$ cat config.mk
export PLATFORM = sky130hd
export DESIGN_NAME = demux_4_tdm
export DESIGN_NICKNAME = d
export VERILOG_FILES = /design/src/rtl/demux_4_tdm.sv
export SDC_FILE = /design/constraint.sdc
export NUM_CORES = 1
export LEC_CHECK = 0
export CAP_MARGIN = 20
export CORE_UTILIZATION = 35
export CTS_CLUSTER_DIAMETER = 50
export DETAILED_ROUTE_END_ITERATION = 6
export PLACE_DENSITY = 0.61
export SYNTH_ARGS = -nofsm -noshare
export SYNTH_HDL_FRONTEND = slang
export SYNTH_SLANG_ARGS = --single-unit
$ cat constraint.sdc
create_clock -name clk -period 1.15 [get_ports clk]
set_input_delay 0.1725 -clock clk [delete_from_list [all_inputs] [get_ports clk]]
set_output_delay 0.1725 -clock clk [all_outputs]
set_load 0.02 [all_outputs]
$ cat src/rtl/demux_4_tdm.sv
// rtl/demux_4_tdm.sv - 4-way TDM serial-to-parallel demultiplexer with frame tracking
//
// Receives one serial bit per slot and rebuilds 4-bit frames.
// Optional feature macro: DEMUX_4_TDM_PARITY_EN (adds a 5th even-parity slot).
//
// Ports:
//   clk          rising-edge clock
//   rst          synchronous active-high reset
//   Y            serial data bit for the current slot
//   in_valid     Y is accepted on edges where this is high
//   frame_start  accepted bit is slot 0 (ignored when in_valid is low)
//   A, B         slot index {A,B} of the next accepted bit
//   D0..D3       last completed frame (D0 = slot 0)
//   frame_valid  one-cycle pulse when D0..D3 update
//   sync_err     one-cycle pulse on a framing (or parity) error
//   busy         high while a frame is being collected

module demux_4_tdm (
    input  logic clk,
    input  logic rst,
    input  logic Y,
    input  logic in_valid,
    input  logic frame_start,
    output logic A,
    output logic B,
    output logic D0,
    output logic D1,
    output logic D2,
    output logic D3,
    output logic frame_valid,
    output logic sync_err,
    output logic busy
);

`ifdef DEMUX_4_TDM_PARITY_EN
    localparam int CNT_W = 3;
    localparam logic [CNT_W-1:0] LAST_SLOT = 3'd4;
`else
    localparam int CNT_W = 2;
    localparam logic [CNT_W-1:0] LAST_SLOT = 2'd3;
`endif

    typedef enum logic {
        IDLE    = 1'b0,
        COLLECT = 1'b1
    } state_t;

    state_t           state, state_n;
    logic [CNT_W-1:0] slot, slot_n;
    logic [3:0]       shadow, shadow_n;
    logic [3:0]       data, data_n;
    logic             frame_valid_n;
    logic             sync_err_n;

    always_ff @(posedge clk) begin
        if (rst) begin
            state       <= IDLE;
            slot        <= '0;
            shadow      <= '0;
            data        <= '0;
            frame_valid <= 1'b0;
            sync_err    <= 1'b0;
        end else begin
            state       <= state_n;
            slot        <= slot_n;
            shadow      <= shadow_n;
            data        <= data_n;
            frame_valid <= frame_valid_n;
            sync_err    <= sync_err_n;
        end
    end

    always_comb begin
        state_n       = state;
        slot_n        = slot;
        shadow_n      = shadow;
        data_n        = data;
        frame_valid_n = 1'b0;
        sync_err_n    = 1'b0;

        if (in_valid) begin
            if (frame_start) begin
                // A frame_start always restarts the frame; mid-frame it also
                // flags the loss of the partial frame.
                if (state == COLLECT) begin
                    sync_err_n = 1'b1;
                end
                shadow_n    = 4'b0000;
                shadow_n[0] = Y;
                slot_n      = 1;
                state_n     = COLLECT;
            end else if (state == COLLECT) begin
                if (slot == LAST_SLOT) begin
`ifdef DEMUX_4_TDM_PARITY_EN
                    // Parity slot: even parity over the four data bits.
                    if ((^shadow) == Y) begin
                        data_n        = shadow;
                        frame_valid_n = 1'b1;
                    end else begin
                        sync_err_n    = 1'b1;
                    end
`else
                    shadow_n[3]   = Y;
                    data_n        = shadow_n;
                    frame_valid_n = 1'b1;
`endif
                    slot_n  = '0;
                    state_n = IDLE;
                end else begin
                    shadow_n[slot[1:0]] = Y;
                    slot_n              = slot + 1'b1;
                end
            end
            // IDLE without frame_start: bit is discarded silently.
        end
    end

    assign A    = slot[1];
    assign B    = slot[0];
    assign D0   = data[0];
    assign D1   = data[1];
    assign D2   = data[2];
    assign D3   = data[3];
    assign busy = (state == COLLECT);

endmodule

# == Word level (Yosys, flattened, before mapping) ==
# Index checks and enable logic that the tools add are counted.
# word_totals
ff_bits,13
elab_cells,37
# op_classes
n_addsub,1
order_cmp,2
n_eq_ne,2
muxes,15
n_bitwise,3
reduce_logical,7
# ops
cell,n
2-to-1 mux 4 bit,2
2-to-1 mux 1 bit,7
2-to-1 mux 2 bit,3
bitwise mux 4 bit,1
AND reduction 4 bit,1
OR reduction 4 bit,1
less-than comparator 2 x 3 -> 1 bit (second input constant),1
2-to-1 mux 3 bit,1
inverter 1 bit,3
AND reduction 3 bit,1
OR reduction 3 bit,1
adder 2 x 1 -> 2 bit (second input constant),1
demux 1 bit (select 2 bit),1
equality test 2 bit (second input constant),1
>= comparator 2 x 1 -> 1 bit (second input constant),1
inequality test 2 bit (second input constant),1
AND reduction 2 bit,1
nonzero test 2 bit,1
logical AND 1 bit,1

# == Logic depth before layout (Yosys ltp) ==
# logic_depth
depth_word,8
mapped_depth,4
ltp_nobuf,4

# == Least setup slack after synthesis ==
# OpenSTA, ideal clock, no wires.
# synth_path
path_kind,register to register
startpoint,reg slot[0]
endpoint,reg shadow[0]
arrival_ns,1.370
setup_slack_ns,-0.291
path_stages_with_launch,5
synth_period_minus_slack_ns,1.441
cell_sequence,dfxtp_1 ha_1 and3b_1 a22oi_2 mux2i_1
# synth_via
elab_chain_cells,8
word_cells_on_any_way,12
classes_between,order compare (2); eq/ne (2); mux (6); reduce/logical (2)
# synth_lines
element,line_no,rtl
from (decl),49,"logic [CNT_W-1:0] slot, slot_n;"
from (signal assigned),65,slot <= slot_n;
less-than comparator 2 x 3 -> 1 bit (not written as such) or >= comparator 2 x 1 -> 1 bit (tied branches),110,shadow_n[slot[1:0]] = Y;
logical AND 1 bit (not written as such),110,
2-to-1 mux 1 bit (not written as such),110,
demux 1 bit (select 2 bit),110,
bitwise mux 4 bit,110,
2-to-1 mux 3 bit,93,if (slot == LAST_SLOT) begin
2-to-1 mux 4 bit,92,end else if (state == COLLECT) begin
2-to-1 mux 4 bit,82,if (frame_start) begin
to (signal assigned),66,shadow <= shadow_n;
to (decl),50,"logic [3:0] shadow, shadow_n;"
# Parallel ways exist; a longest one is shown, timed or not. The select of a mux whose other input is x is not followed.
# A chain may end at the register's enable or synchronous reset.

# == Worst setup path in the final report ==
# layout_path
startpoint,reg slot[1]
endpoint,reg shadow[2]
# Same word-level chain as after synthesis.

==> metrics.md <==
| Metric | Value |
|---|---|
| Critical R2R Capture | shadow[2] |
| Most used routing layer | met2 |
| Max Buffers Root-to-Sink | 2 |
| CP Capture Type | register |
| Initial DRT Pass Iterations | 4 |
| Full die area | 0.00171 mm2 |
| Post-route ant nets | 0 |
| Nets | 89 |
| Outcome | complete, but fails checks |
| Global-route track usage on met3 | 4.79% |
| Reg2reg start | slot[1] |
| P_leak | 0.347 nW |
| Reg clk slew, reported paths | 80 ps |
| Critical Path RT | 1330 ps |
| Die span in x | 41.3 um |
| DRC | 0 |
| Worst EP arrival | 1350 ps |
| IO Port Bufs | 13 |
| Number of global-route vias before repair | 425 |
| Final worst path period share | 102% |
| Die Height | 41.3 um |
| Minimum clock period | 1180 ps |
| Post-synthesis cell area | 541 um2 |
| Post-layout util | 59.6% |
| Core area | 0.00137 mm2 |
| CTS H-tree lvls | 1 |
| Ant. Diodes | 0 |
| DR WL/cell | 12.4 um |
| WHS Endpoint | sync_err |
| Initial antenna violation count | 0 |
| FMAX | 850 MHz |
| Sequential fraction of the synthesis area | 44.4% |
| Final Max Slew Viols | 0 |
| Worst path bufs/invs | 0 |
| Relative max-transition margin | 79.9% |
| Setup violators final | 4 |
| HP Start | in_valid |
| Critical path class | reg2reg |
| Post-Route Setup TNS | -63.9 ps |
| Global route overflow | 0 |
| CP max stage delay | 360 ps |
| Placed Instances | 89 |
| Post-CTS Hold Fix Bufs | 0 |
| Maxcap violations | 0 |
| Total Power | 895 uW |
| R2R Setup Slk | -30 ps |
| Final instance area | 815 um2 |
| Post-DP HPWL | 836 um |
| TritonCTS Buffers | 3 |
| Top delay family on crit path | flip-flops |
| Clock latency on the worst-skew pair | 280 ps |
| Largest net degree at the start of global routing | 11 |
| Power per cell area | 1100 mW/mm2 |
| Fill cells | 129 |
| Rows | 13 |
| Syn Area/Cell | 10.0 um2 |
| Initial core utilization | 39.6% |
| Final Hold Vio Count | 0 |
| Post-Syn Nets | 63 |
| Placer Congestion | 0.755 |
| Hold depth | 4 |
| Synth Register Bits | 12 |
| I/O pin cnt | 14 |
| Via-to-Cell Ratio | 5.15 |
| Routed WL | 1.17 mm |
| Slew @ Worst Pin | 301 ps |
| First-pass GRT wire length | 1.85 mm |
| Clock skew | 5.01 ps |
| Critical Path Fanout Max | 5 |
| Global Route Usage Sum | 17.9% |
| RSZ-0062 raised after global routing | true |
| Met1 Usage GRT | 20.5% |
| CP startpoint kind | register |
| VDD IR max | 0.749 mV |
| Yosys warnings | 0 |
| Synth-to-Final Area Change | 50.7% |
| Post-synth cell types | 23 |
| Reg2Reg Depth | 4 |
| Post-route setup slack | -26.4 ps |
| HP Class | in2reg |
| Violated checks | setup timing |
| Clk root buf | clkbuf_4 |
| Highest-delay cell along the critical path | dfxtp_4 |
| Post-Syn Instances | 54 |
| Layout cells sized above 1 | 34.2% |
| Post-place instance area | 766 um2 |
| Fin cells | 94 |
| Met2 usage | 27.7% |
| Critical Path, Cell by Cell | ha_4 > and3b_2 > nand2_1 > a32o_1 |
| DRT iter0 DRCs | 4 |
| Vias | 484 |
| CTS tree | built |
| Total clock sinks | 12 |
==> placed cells by master (no fill, tap or decap) <==
| cell | count |
|---|---|
| a211oi_2 | 1 |
| a21oi_1 | 3 |
| a22oi_1 | 1 |
| a22oi_2 | 1 |
| a2bb2oi_2 | 1 |
| a32o_1 | 2 |
| and3b_2 | 2 |
| buf_4 | 10 |
| clkbuf_2 | 1 |
| clkbuf_4 | 3 |
| clkbuf_8 | 1 |
| clkdlybuf4s15_1 | 5 |
| clkdlybuf4s50_1 | 3 |
| dfxtp_1 | 10 |
| dfxtp_4 | 2 |
| dlygate4sd2_1 | 3 |
| dlymetal6s2s_1 | 1 |
| ha_1 | 2 |
| ha_2 | 1 |
| ha_4 | 1 |
| inv_1 | 1 |
| inv_2 | 1 |
| mux2i_1 | 1 |
| nand2_1 | 6 |
| nand2b_1 | 2 |
| nand3_1 | 2 |
| nand3b_1 | 2 |
| nand4b_2 | 1 |
| nor2_1 | 4 |
| nor3b_1 | 1 |
| nor4_2 | 1 |
| o21a_1 | 1 |
| o21ai_1 | 2 |
==> sequential cells by signal, summed over array words and instances (netlist names) <==
register	flops
shadow	3
sync_err	1
frame_valid	1
data	4
busy	1
slot	2
==> worst max path at each step <==
stage	start	end	cells after the start
6_report	slot[1]	shadow[2]	4
5_1_grt	slot[1]	shadow[2]	4
4_1_cts	slot[1]	shadow[2]	4
3_5_place_dp	in_valid	shadow[2]	4
3_3_place_gp	in_valid	shadow[2]	4
2_1_floorplan	slot[0]	shadow[1]	4
==> worst min-delay path, stage by stage <==
cell and delay, ps:
dlymetal6s2s_1 210, nand2_1 140, buf_4 110, nor3b_1 30
==> cells by family after synthesis <==
kind of cell	Yosys count	synth area share, %
compound gates	12	17.4
fa+ha+maj	4	9.26
buf+inv	4	3.47
flops	12	44.4
mux	1	1.85
simple gates	21	23.6
==> layer usage <==
| layer | routed length, um | vias up | share of wire, % |
|---|---|---|---|
| li1 | - | 243 | - |
| met2 | 518 | 16 | 44 |
| met4 | 29 | 0 | 2.5 |
| met3 | 53 | 4 | 4.5 |
| met1 | 568 | 221 | 49 |
| met5 | 0 | - | 0 |
==> power by group <==
group | total [mW] | switching (mW) | leakage, nW | internal [mW]
clock | 0.348 | 0.156 | 0.0210 | 0.193
sequential | 0.428 | 0.00606 | 0.0987 | 0.422
combinational | 0.119 | 0.0578 | 0.227 | 0.0614
total | 0.895 | 0.220 | 0.347 | 0.676
==> stage by stage <==
| step | hold slack (ps) | worst slack (ps) |
|---|---|---|
| 2_1_floorplan | 337 | -24.2 |
| 3_3_place_gp | 446 | -260 |
| 3_5_place_dp | 455 | -306 |
| 4_1_cts | 464 | -19.5 |
| 5_1_grt | 433 | -73.0 |
| 6_report | 416 | -26.4 |
==> area by class of cell <==
| cell class | instances | area (um2) | area share, % |
|---|---|---|---|
| Multi-Input combinational cell | 38 | 305 | 37.5 |
| Timing Repair Buffer | 23 | 199 | 24.4 |
| Sequential cell | 12 | 248 | 30.4 |
| Clock buffer | 4 | 36.3 | 4.45 |
| Inverter | 2 | 7.51 | 0.922 |
| Tap cell | 15 | 18.8 | 2.30 |
==> timing repair <==
item	in CTS	in global routing
pin swaps	1	0
buffers inserted	1	0
setup endpoints to repair	12	15
gates resized for setup	12	10
==> synthesized netlist by cell type <==
cell type   n  share of area (%)
nor2_1      4                2.8
nor4_2      1                2.3
nand2b_1    2                2.3
nand2_1     6                4.2
a21oi_1     3                2.8
nand3_1     2                1.9
a22oi_1     1                1.4
inv_1       2                1.4
a211oi_2    1                2.3
ha_1        4                9.3
a32o_1      2                3.7
mux2i_1     1                1.9
a2bb2oi_1   1                1.6
buf_4       1                1.4
clkbuf_1    1               0.69
nor3b_1     1                1.4
nand4b_2    1                2.8
o21ai_1     2                1.9
dfxtp_1    12                 44
o21a_1      1                1.4
nand3b_1    2                2.8
and3b_1     2                3.2
a22oi_2     1                2.3
(Power assumes the default switching activity.)
